<file path="config.mk">
export PLATFORM = sky130hd
export DESIGN_NAME = store_buffer_flat
export DESIGN_NICKNAME = d
export VERILOG_FILES = /design/src/rtl/dmem_pkg.sv /design/src/rtl/store_buffer_if.sv /design/src/rtl/sb_fifo.sv /design/src/rtl/store_buffer.sv /design/src/flat_wrapper.sv
export SDC_FILE = /design/constraint.sdc
export NUM_CORES = 1
export LEC_CHECK = 0
export CAP_MARGIN = 20
export CORE_ASPECT_RATIO = 1.4
export CORE_MARGIN = 3
export CORE_UTILIZATION = 39
export CTS_CLUSTER_SIZE = 8
export DETAILED_ROUTE_END_ITERATION = 10
export PLACE_DENSITY = 0.65
export SYNTH_ARGS = -nofsm -noshare
export SYNTH_HDL_FRONTEND = slang
export SYNTH_HIERARCHICAL = 1
export SYNTH_SLANG_ARGS = --single-unit
export TNS_END_PERCENT = 5
</file>
<file path="constraint.sdc">
create_clock -name clk -period 4.2 [get_ports clk]
set_input_delay 0.42 -clock clk [delete_from_list [all_inputs] [get_ports clk]]
set_output_delay 0.42 -clock clk [all_outputs]
set_load 0.03 [all_outputs]
</file>
<file path="src/rtl/dmem_pkg.sv">
// Shared types for the store buffer: access-size encodings, FSM state, queue entry layout.
package dmem_pkg;

   localparam int DEFAULT_DEPTH = 4;

   localparam logic [1:0] SZ_BYTE = 2'b00;
   localparam logic [1:0] SZ_HALF = 2'b01;
   localparam logic [1:0] SZ_WORD = 2'b11;

   typedef enum logic [1:0] {
      IDLE    = 2'd0,
      ISSUE   = 2'd1,
      WAIT_HI = 2'd2,
      WAIT_LO = 2'd3
   } sb_state_t;

   typedef struct packed {
      logic [31:0] addr;
      logic [31:0] data;
      logic [3:0]  sign_mask;
   } sb_entry_t;

   // sign_mask[2:1] carries the access size
   function automatic logic is_word(input logic [3:0] sign_mask);
      return sign_mask[2:1] == SZ_WORD;
   endfunction

endpackage

</file>
<file path="src/rtl/store_buffer_if.sv">
// Pipeline request/response channel and data-memory port of the store buffer.
interface store_buffer_if;

   logic        req_valid;
   logic        req_ready;
   logic        req_we;
   logic [31:0] req_addr;
   logic [31:0] req_wdata;
   logic [3:0]  req_sign_mask;

   logic        resp_valid;
   logic [31:0] resp_rdata;

   logic [31:0] mem_addr;
   logic [31:0] mem_write_data;
   logic [3:0]  mem_sign_mask;
   logic        mem_memwrite;
   logic        mem_memread;
   logic [31:0] mem_read_data;
   logic        mem_clk_stall;

   // master: pipeline plus data memory; slave: the store buffer
   modport master (
      output req_valid, req_we, req_addr, req_wdata, req_sign_mask,
      input  req_ready, resp_valid, resp_rdata,
      input  mem_addr, mem_write_data, mem_sign_mask, mem_memwrite, mem_memread,
      output mem_read_data, mem_clk_stall
   );

   modport slave (
      input  req_valid, req_we, req_addr, req_wdata, req_sign_mask,
      output req_ready, resp_valid, resp_rdata,
      output mem_addr, mem_write_data, mem_sign_mask, mem_memwrite, mem_memread,
      input  mem_read_data, mem_clk_stall
   );

endinterface

</file>
<file path="src/rtl/sb_fifo.sv">
// Store-queue FIFO; pointers wrap by width (DEPTH is a power of two), occupancy from a DEPTH+1-value count.
// With STORE_BUFFER_FWD_EN the whole entry array, head index and occupancy are exported for forwarding.
module sb_fifo
   import dmem_pkg::*;
#(
   parameter int DEPTH = DEFAULT_DEPTH,
   localparam int PW = $clog2(DEPTH),
   localparam int CW = $clog2(DEPTH + 1)
) (
   input  logic          clk,
   input  logic          rst_n,
   input  logic          push,
   input  sb_entry_t     push_entry,
   input  logic          pop,
   output logic          full,
   output logic          empty,
   output sb_entry_t     head
`ifdef STORE_BUFFER_FWD_EN
   ,
   output sb_entry_t     entries [DEPTH],
   output logic [PW-1:0] head_idx,
   output logic [CW-1:0] occupancy
`endif
);

   sb_entry_t     slots [DEPTH];
   logic [PW-1:0] rd_idx;
   logic [PW-1:0] wr_idx;
   logic [CW-1:0] fill;
   logic          do_push;
   logic          do_pop;

   assign full    = (fill == CW'(DEPTH));
   assign empty   = (fill == '0);
   assign do_push = push && !full;
   assign do_pop  = pop && !empty;
   assign head    = slots[rd_idx];

`ifdef STORE_BUFFER_FWD_EN
   assign entries   = slots;
   assign head_idx  = rd_idx;
   assign occupancy = fill;
`endif

   always_ff @(posedge clk or negedge rst_n) begin
      if (!rst_n) begin
         rd_idx <= '0;
         wr_idx <= '0;
         fill   <= '0;
      end else begin
         if (do_push) wr_idx <= wr_idx + 1'b1;
         if (do_pop)  rd_idx <= rd_idx + 1'b1;
         case ({do_push, do_pop})
            2'b10:   fill <= fill + 1'b1;
            2'b01:   fill <= fill - 1'b1;
            default: fill <= fill;
         endcase
      end
   end

   // storage needs no reset: fill alone says which slots are live
   always_ff @(posedge clk) begin
      if (do_push) slots[wr_idx] <= push_entry;
   end

endmodule

</file>
<file path="src/rtl/store_buffer.sv">
// Store buffer: queues stores, holds one load, and runs the data-memory stall handshake.
// Define STORE_BUFFER_FWD_EN to forward a queued word store to a matching word load.
//
// state   | meaning
// IDLE    | pick next access: head store first, pending load only when queue is empty
// ISSUE   | one-cycle mem_memwrite or mem_memread pulse
// WAIT_HI | wait for memory to raise mem_clk_stall
// WAIT_LO | wait for stall to drop; retire store or return load data
module store_buffer
   import dmem_pkg::*;
#(
   parameter int DEPTH = DEFAULT_DEPTH
) (
   input logic           clk,
   input logic           rst_n,
   store_buffer_if.slave bus
);

   sb_state_t   state;
   logic        cur_load;
   logic        load_pending;
   logic [31:0] ld_addr;
   logic [3:0]  ld_mask;

   logic        resp_valid_r;
   logic [31:0] resp_rdata_r;
   logic [31:0] mem_addr_r;
   logic [31:0] mem_write_data_r;
   logic [3:0]  mem_sign_mask_r;
   logic        mem_memwrite_r;
   logic        mem_memread_r;

   logic        fifo_full;
   logic        fifo_empty;
   logic        fifo_pop;
   logic        store_acc;
   logic        load_acc;
   sb_entry_t   head;
   sb_entry_t   new_entry;

   // load_pending stays set until the response cycle, so this also covers a completing load
   assign bus.req_ready = bus.req_we ? !fifo_full : !load_pending;
   assign store_acc     = bus.req_valid && bus.req_ready && bus.req_we;
   assign load_acc      = bus.req_valid && bus.req_ready && !bus.req_we;
   assign fifo_pop      = (state == WAIT_LO) && !bus.mem_clk_stall && !cur_load;

   assign new_entry = '{addr: bus.req_addr, data: bus.req_wdata, sign_mask: bus.req_sign_mask};

`ifdef STORE_BUFFER_FWD_EN
   localparam int PW = $clog2(DEPTH);
   localparam int CW = $clog2(DEPTH + 1);

   sb_entry_t     entries [DEPTH];
   logic [PW-1:0] head_idx;
   logic [CW-1:0] occupancy;
   logic [PW-1:0] idx;
   logic          fwd_hit;
   logic [31:0]   fwd_data;

   // scan oldest to youngest so the last match wins; a non-word youngest match blocks forwarding
   always_comb begin
      idx      = '0;
      fwd_hit  = 1'b0;
      fwd_data = '0;
      for (int i = 0; i < DEPTH; i++) begin
         idx = head_idx + PW'(i);
         if (CW'(i) < occupancy && entries[idx].addr[31:2] == bus.req_addr[31:2]) begin
            fwd_hit  = is_word(entries[idx].sign_mask);
            fwd_data = entries[idx].data;
         end
      end
      fwd_hit = fwd_hit && is_word(bus.req_sign_mask);
   end
`endif

   sb_fifo #(.DEPTH(DEPTH)) u_fifo (
      .clk        (clk),
      .rst_n      (rst_n),
      .push       (store_acc),
      .push_entry (new_entry),
      .pop        (fifo_pop),
      .full       (fifo_full),
      .empty      (fifo_empty),
      .head       (head)
`ifdef STORE_BUFFER_FWD_EN
      ,
      .entries    (entries),
      .head_idx   (head_idx),
      .occupancy  (occupancy)
`endif
   );

   always_ff @(posedge clk or negedge rst_n) begin
      if (!rst_n) begin
         state            <= IDLE;
         cur_load         <= 1'b0;
         load_pending     <= 1'b0;
         ld_addr          <= '0;
         ld_mask          <= '0;
         resp_valid_r     <= 1'b0;
         resp_rdata_r     <= '0;
         mem_addr_r       <= '0;
         mem_write_data_r <= '0;
         mem_sign_mask_r  <= '0;
         mem_memwrite_r   <= 1'b0;
         mem_memread_r    <= 1'b0;
      end else begin
         resp_valid_r   <= 1'b0;
         mem_memwrite_r <= 1'b0;
         mem_memread_r  <= 1'b0;

         if (load_acc) begin
`ifdef STORE_BUFFER_FWD_EN
            if (fwd_hit) begin
               resp_valid_r <= 1'b1;
               resp_rdata_r <= fwd_data;
            end else
`endif
            begin
               load_pending <= 1'b1;
               ld_addr      <= bus.req_addr;
               ld_mask      <= bus.req_sign_mask;
            end
         end

         // mem_* address/data only change on IDLE->ISSUE, so a store accepted mid-drain is invisible
         case (state)
            IDLE: begin
               if (!fifo_empty) begin
                  state            <= ISSUE;
                  cur_load         <= 1'b0;
                  mem_memwrite_r   <= 1'b1;
                  mem_addr_r       <= head.addr;
                  mem_write_data_r <= head.data;
                  mem_sign_mask_r  <= head.sign_mask;
               end else if (load_pending) begin
                  state            <= ISSUE;
                  cur_load         <= 1'b1;
                  mem_memread_r    <= 1'b1;
                  mem_addr_r       <= ld_addr;
                  mem_write_data_r <= '0;
                  mem_sign_mask_r  <= ld_mask;
               end
            end
            ISSUE: state <= WAIT_HI;
            WAIT_HI: begin
               if (bus.mem_clk_stall) state <= WAIT_LO;
            end
            WAIT_LO: begin
               if (!bus.mem_clk_stall) begin
                  state <= IDLE;
                  if (cur_load) begin
                     resp_valid_r <= 1'b1;
                     resp_rdata_r <= bus.mem_read_data;
                     load_pending <= 1'b0;
                  end
               end
            end
            default: state <= IDLE;
         endcase
      end
   end

   assign bus.resp_valid     = resp_valid_r;
   assign bus.resp_rdata     = resp_rdata_r;
   assign bus.mem_addr       = mem_addr_r;
   assign bus.mem_write_data = mem_write_data_r;
   assign bus.mem_sign_mask  = mem_sign_mask_r;
   assign bus.mem_memwrite   = mem_memwrite_r;
   assign bus.mem_memread    = mem_memread_r;

endmodule

</file>
<file path="src/flat_wrapper.sv">
// flat-port wrapper written by rule: the top's interface ports become plain ports
module store_buffer_flat import dmem_pkg::*;
#(
   parameter int DEPTH = DEFAULT_DEPTH
)
  (clk, rst_n, bus_req_valid, bus_req_we, bus_req_addr, bus_req_wdata, bus_req_sign_mask, bus_req_ready, bus_resp_valid, bus_resp_rdata, bus_mem_addr, bus_mem_write_data, bus_mem_sign_mask, bus_mem_memwrite, bus_mem_memread, bus_mem_read_data, bus_mem_clk_stall);
  store_buffer_if bus_i ();
  input logic clk;
  input logic rst_n;
  input wire logic [$bits(bus_i.req_valid)-1:0] bus_req_valid;
  input wire logic [$bits(bus_i.req_we)-1:0] bus_req_we;
  input wire logic [$bits(bus_i.req_addr)-1:0] bus_req_addr;
  input wire logic [$bits(bus_i.req_wdata)-1:0] bus_req_wdata;
  input wire logic [$bits(bus_i.req_sign_mask)-1:0] bus_req_sign_mask;
  output wire logic [$bits(bus_i.req_ready)-1:0] bus_req_ready;
  output wire logic [$bits(bus_i.resp_valid)-1:0] bus_resp_valid;
  output wire logic [$bits(bus_i.resp_rdata)-1:0] bus_resp_rdata;
  output wire logic [$bits(bus_i.mem_addr)-1:0] bus_mem_addr;
  output wire logic [$bits(bus_i.mem_write_data)-1:0] bus_mem_write_data;
  output wire logic [$bits(bus_i.mem_sign_mask)-1:0] bus_mem_sign_mask;
  output wire logic [$bits(bus_i.mem_memwrite)-1:0] bus_mem_memwrite;
  output wire logic [$bits(bus_i.mem_memread)-1:0] bus_mem_memread;
  input wire logic [$bits(bus_i.mem_read_data)-1:0] bus_mem_read_data;
  input wire logic [$bits(bus_i.mem_clk_stall)-1:0] bus_mem_clk_stall;
  assign bus_i.req_valid = bus_req_valid;
  assign bus_i.req_we = bus_req_we;
  assign bus_i.req_addr = bus_req_addr;
  assign bus_i.req_wdata = bus_req_wdata;
  assign bus_i.req_sign_mask = bus_req_sign_mask;
  assign bus_req_ready = bus_i.req_ready;
  assign bus_resp_valid = bus_i.resp_valid;
  assign bus_resp_rdata = bus_i.resp_rdata;
  assign bus_mem_addr = bus_i.mem_addr;
  assign bus_mem_write_data = bus_i.mem_write_data;
  assign bus_mem_sign_mask = bus_i.mem_sign_mask;
  assign bus_mem_memwrite = bus_i.mem_memwrite;
  assign bus_mem_memread = bus_i.mem_memread;
  assign bus_i.mem_read_data = bus_mem_read_data;
  assign bus_i.mem_clk_stall = bus_mem_clk_stall;
  store_buffer #(.DEPTH(DEPTH)) u_core (.clk(clk), .rst_n(rst_n), .bus(bus_i));
endmodule
</file>
==> metrics.txt <==
status=finished, violations left; failing checks=negative hold slack; design area=0.0205 mm^2; synthesized instance count=757; residual overflow from global routing=0; Crit Path Max Fanout=51; worst stage delay on the critical path=0.58 ns; Startpoint Class=flop; library cells used by synthesis=31; Die W=178 um; GP Congestion=0.689; via count=7869; share of layout cells above drive strength 1=26.6%; required time of the worst setup path=4.64 ns; IO buf count=208; Multi-input gate area=0.00388 mm^2; clk slew on worst S/H paths=0.05 ns; sw frac=30.6%; initial antenna violation count=1; cells resized by post-CTS repair=0; LEAKAGE=7.42 nW; largest net degree at the start of global routing=97; setup_tns=0 ns; Sink Count=422; mapped cell area=0.0162 mm^2; WL final=32500 um; fin crit period=2.46 ns; Bufs and invs on worst path=3; global-route wire length before repair=50100 um; postcts setup bufs=0; final hold vios=14; # hold bufs at CTS=0; most common cell after layout, fill and taps aside=edfxtp_1; Avg Vias per Cell=4.98; Ys Warns=6; mean post-synth cell area=21.4 um^2; period utilization=58.6%; vias in the first global route=8667; highest-count cells in the layout ignoring fill and taps=edfxtp_1, clkdlybuf4s50_1, dfrtp_1; placed cell areas=0.0188 mm^2; Max stage delay cell, worst path=o21ai_4; Detailed Route Iter0 Violations=313; sequential power share=39.4%; register area share after synthesis=73.7%; P_int=0.0109 W; Synth top area share=50.5%; Top-Level Pins=209; Reg area=0.0119 mm^2; P_sw=0.00480 W; Wirelength per Cell=20.6 um; die height=247 um; Die Footprint=0.0440 mm^2; pre-CTS setup slack=1.41 ns; CTS tree=yes; RSZ-0062 raised after global routing=no; post-synthesis register bit count=422; CTS Root Cell=clkbuf_16; post-route setup slack=1.74 ns; Hold Path Class=in -> async; post-route antenna net violation count=0; cell accounting for the most synthesized area=edfxtp_1; Synth area leaders=edfxtp_1, dfrtp_1, mux4_2, mux2_2, a22o_1; htree depth=2; Worst EP arrival=2.91 ns; Clk network pwr share=27.3%; Slew headroom=26.0%; CP cell instances=or3_1 > inv_2 > inv_1 > o21ai_4 > buf_12 > mux2_2; Setup-failing EPs final=0; Core ar.=0.0406 mm^2; nets@finish=1114; clk_lat worst skew=0.56 ns; Fill cells=3296; Pwr Density=766 mW/mm^2; DRC errors left=0; syn_nets=871; VDD IR-drop max=0.403 mV; Worst Skew=0.0105 ns; Final Power=0.0157 W; CP delay by family, top=compound AO/OA/AOI/OAI gates; total CTS buffers=58; hold slack final=-0.0280 ns; first-pass iteration count of the detailed router=4; Comb pwr share=33.3%; Slew @ Worst Pin=1.11 ns; FP Rows=87; HPWL Detailed=19500 um; Fmax=406 MHz; gr usage total=14.8%; kind of critical path=reg -> reg; clock tree buffer depth=3; Synth-to-Final Area Change=26.6%; Crit. End Element=flop; Final Max Slew Viols=0; Starting Density=39.8%; max cap viols=0
-- registers in the layout (all words and copies together) (netlist names) --
register                   cells
u_core/bus.mem_addr           32
u_core/bus.mem_sign_mask       4
u_core/bus.mem_write_data     32
u_core/u_fifo/wr_idx           2
u_core/cur_load                1
u_core/bus.resp_rdata         32
u_core/u_fifo/fill             3
u_core/bus.mem_memwrite        1
u_core/u_fifo/slots          272
u_core/load_pending            1
u_core/bus.resp_valid          1
u_core/bus.mem_memread         1
u_core/ld_mask                 4
u_core/u_fifo/rd_idx           2
u_core/ld_addr                32
u_core/state                   2
-- per-layer routing --
layer  GRT usage, %  part of all wire (%)  routed length, um  vias up
li1               -                     -                  -     3498
met1           18.1                    40              12900     4089
met2           25.7                    52              16800      233
met3           3.41                   5.8               1890       49
met4           5.13                   2.5                817        0
met5              0                     0                  0        -
-- power groups by stage --
stage / clock network (W) / registers, W / logic (W)
2_1_floorplan: 0 / 0.00689 / 0.00287
3_3_place_gp: 0 / 0.00632 / 0.00513
3_5_place_dp: 0 / 0.00635 / 0.00519
4_1_cts: 0.00443 / 0.00629 / 0.00521
5_1_grt: 0.00460 / 0.00630 / 0.00556
6_report: 0.00428 / 0.00617 / 0.00523
-- per-stage QoR --
| step | util, % | std cells |
|---|---|---|
| after CTS | 50.4 | 1577 |
| after global placement | 46.2 | 1473 |
| after detailed placement | 46.2 | 1473 |
| after global routing | 50.4 | 1578 |
| after floorplan | - | 757 |
| final | 50.4 | 1579 |
-- path summary, 6_finish.rpt --
kind | from | end | slack, ns | cells past startpoint
min | rst_n | u_core/bus.mem_addr[17] | -0.03 | 1
max in group asynchronous | rst_n | u_core/u_fifo/rd_idx[0] | 3.22 | 2
min reg2reg | u_core/u_fifo/fill[2] | u_core/u_fifo/fill[2] | 0.47 | 1
min in group clk | u_core/u_fifo/fill[2] | u_core/u_fifo/fill[2] | 0.47 | 1
max reg2reg | u_core/u_fifo/fill[0] | u_core/bus.mem_sign_mask[0] | 1.74 | 6
max | u_core/u_fifo/fill[0] | u_core/bus.mem_sign_mask[0] | 1.74 | 6
-- logic make-up after synthesis --
logic type,synth area share (%)
fa+ha+maj,0.743
compound gates,1.90
buf+inv,2.50
xor+xnor,0.325
flops,73.7
mux,20.0
simple gates,0.851
-- synthesized netlist by cell type (all sizes together) --
cell type  instances
edfxtp           272
dfrtp            150
mux2             142
mux4              68
buf               38
a22o              32
inv               11
ha                 8
and2               5
nor2               5
mux2i              3
nor3b              3
xnor2              3
xor2               3
a21oi              2
nand2              2
nand3b             2
nor2b              2
a211oi             1
and3               1
fa                 1
nand3              1
o21ai              1
or3                1
-- area by class of cell --
class	count	area share, %
flip-flops and latches	422	58.3
well taps	534	3.26
multi-input cells	286	18.9
repair buffers	221	11.1
diodes	1	0.0122
clock buffers	104	8.29
inverters	11	0.202
Note: power is estimated with default switching activity, not from simulation.
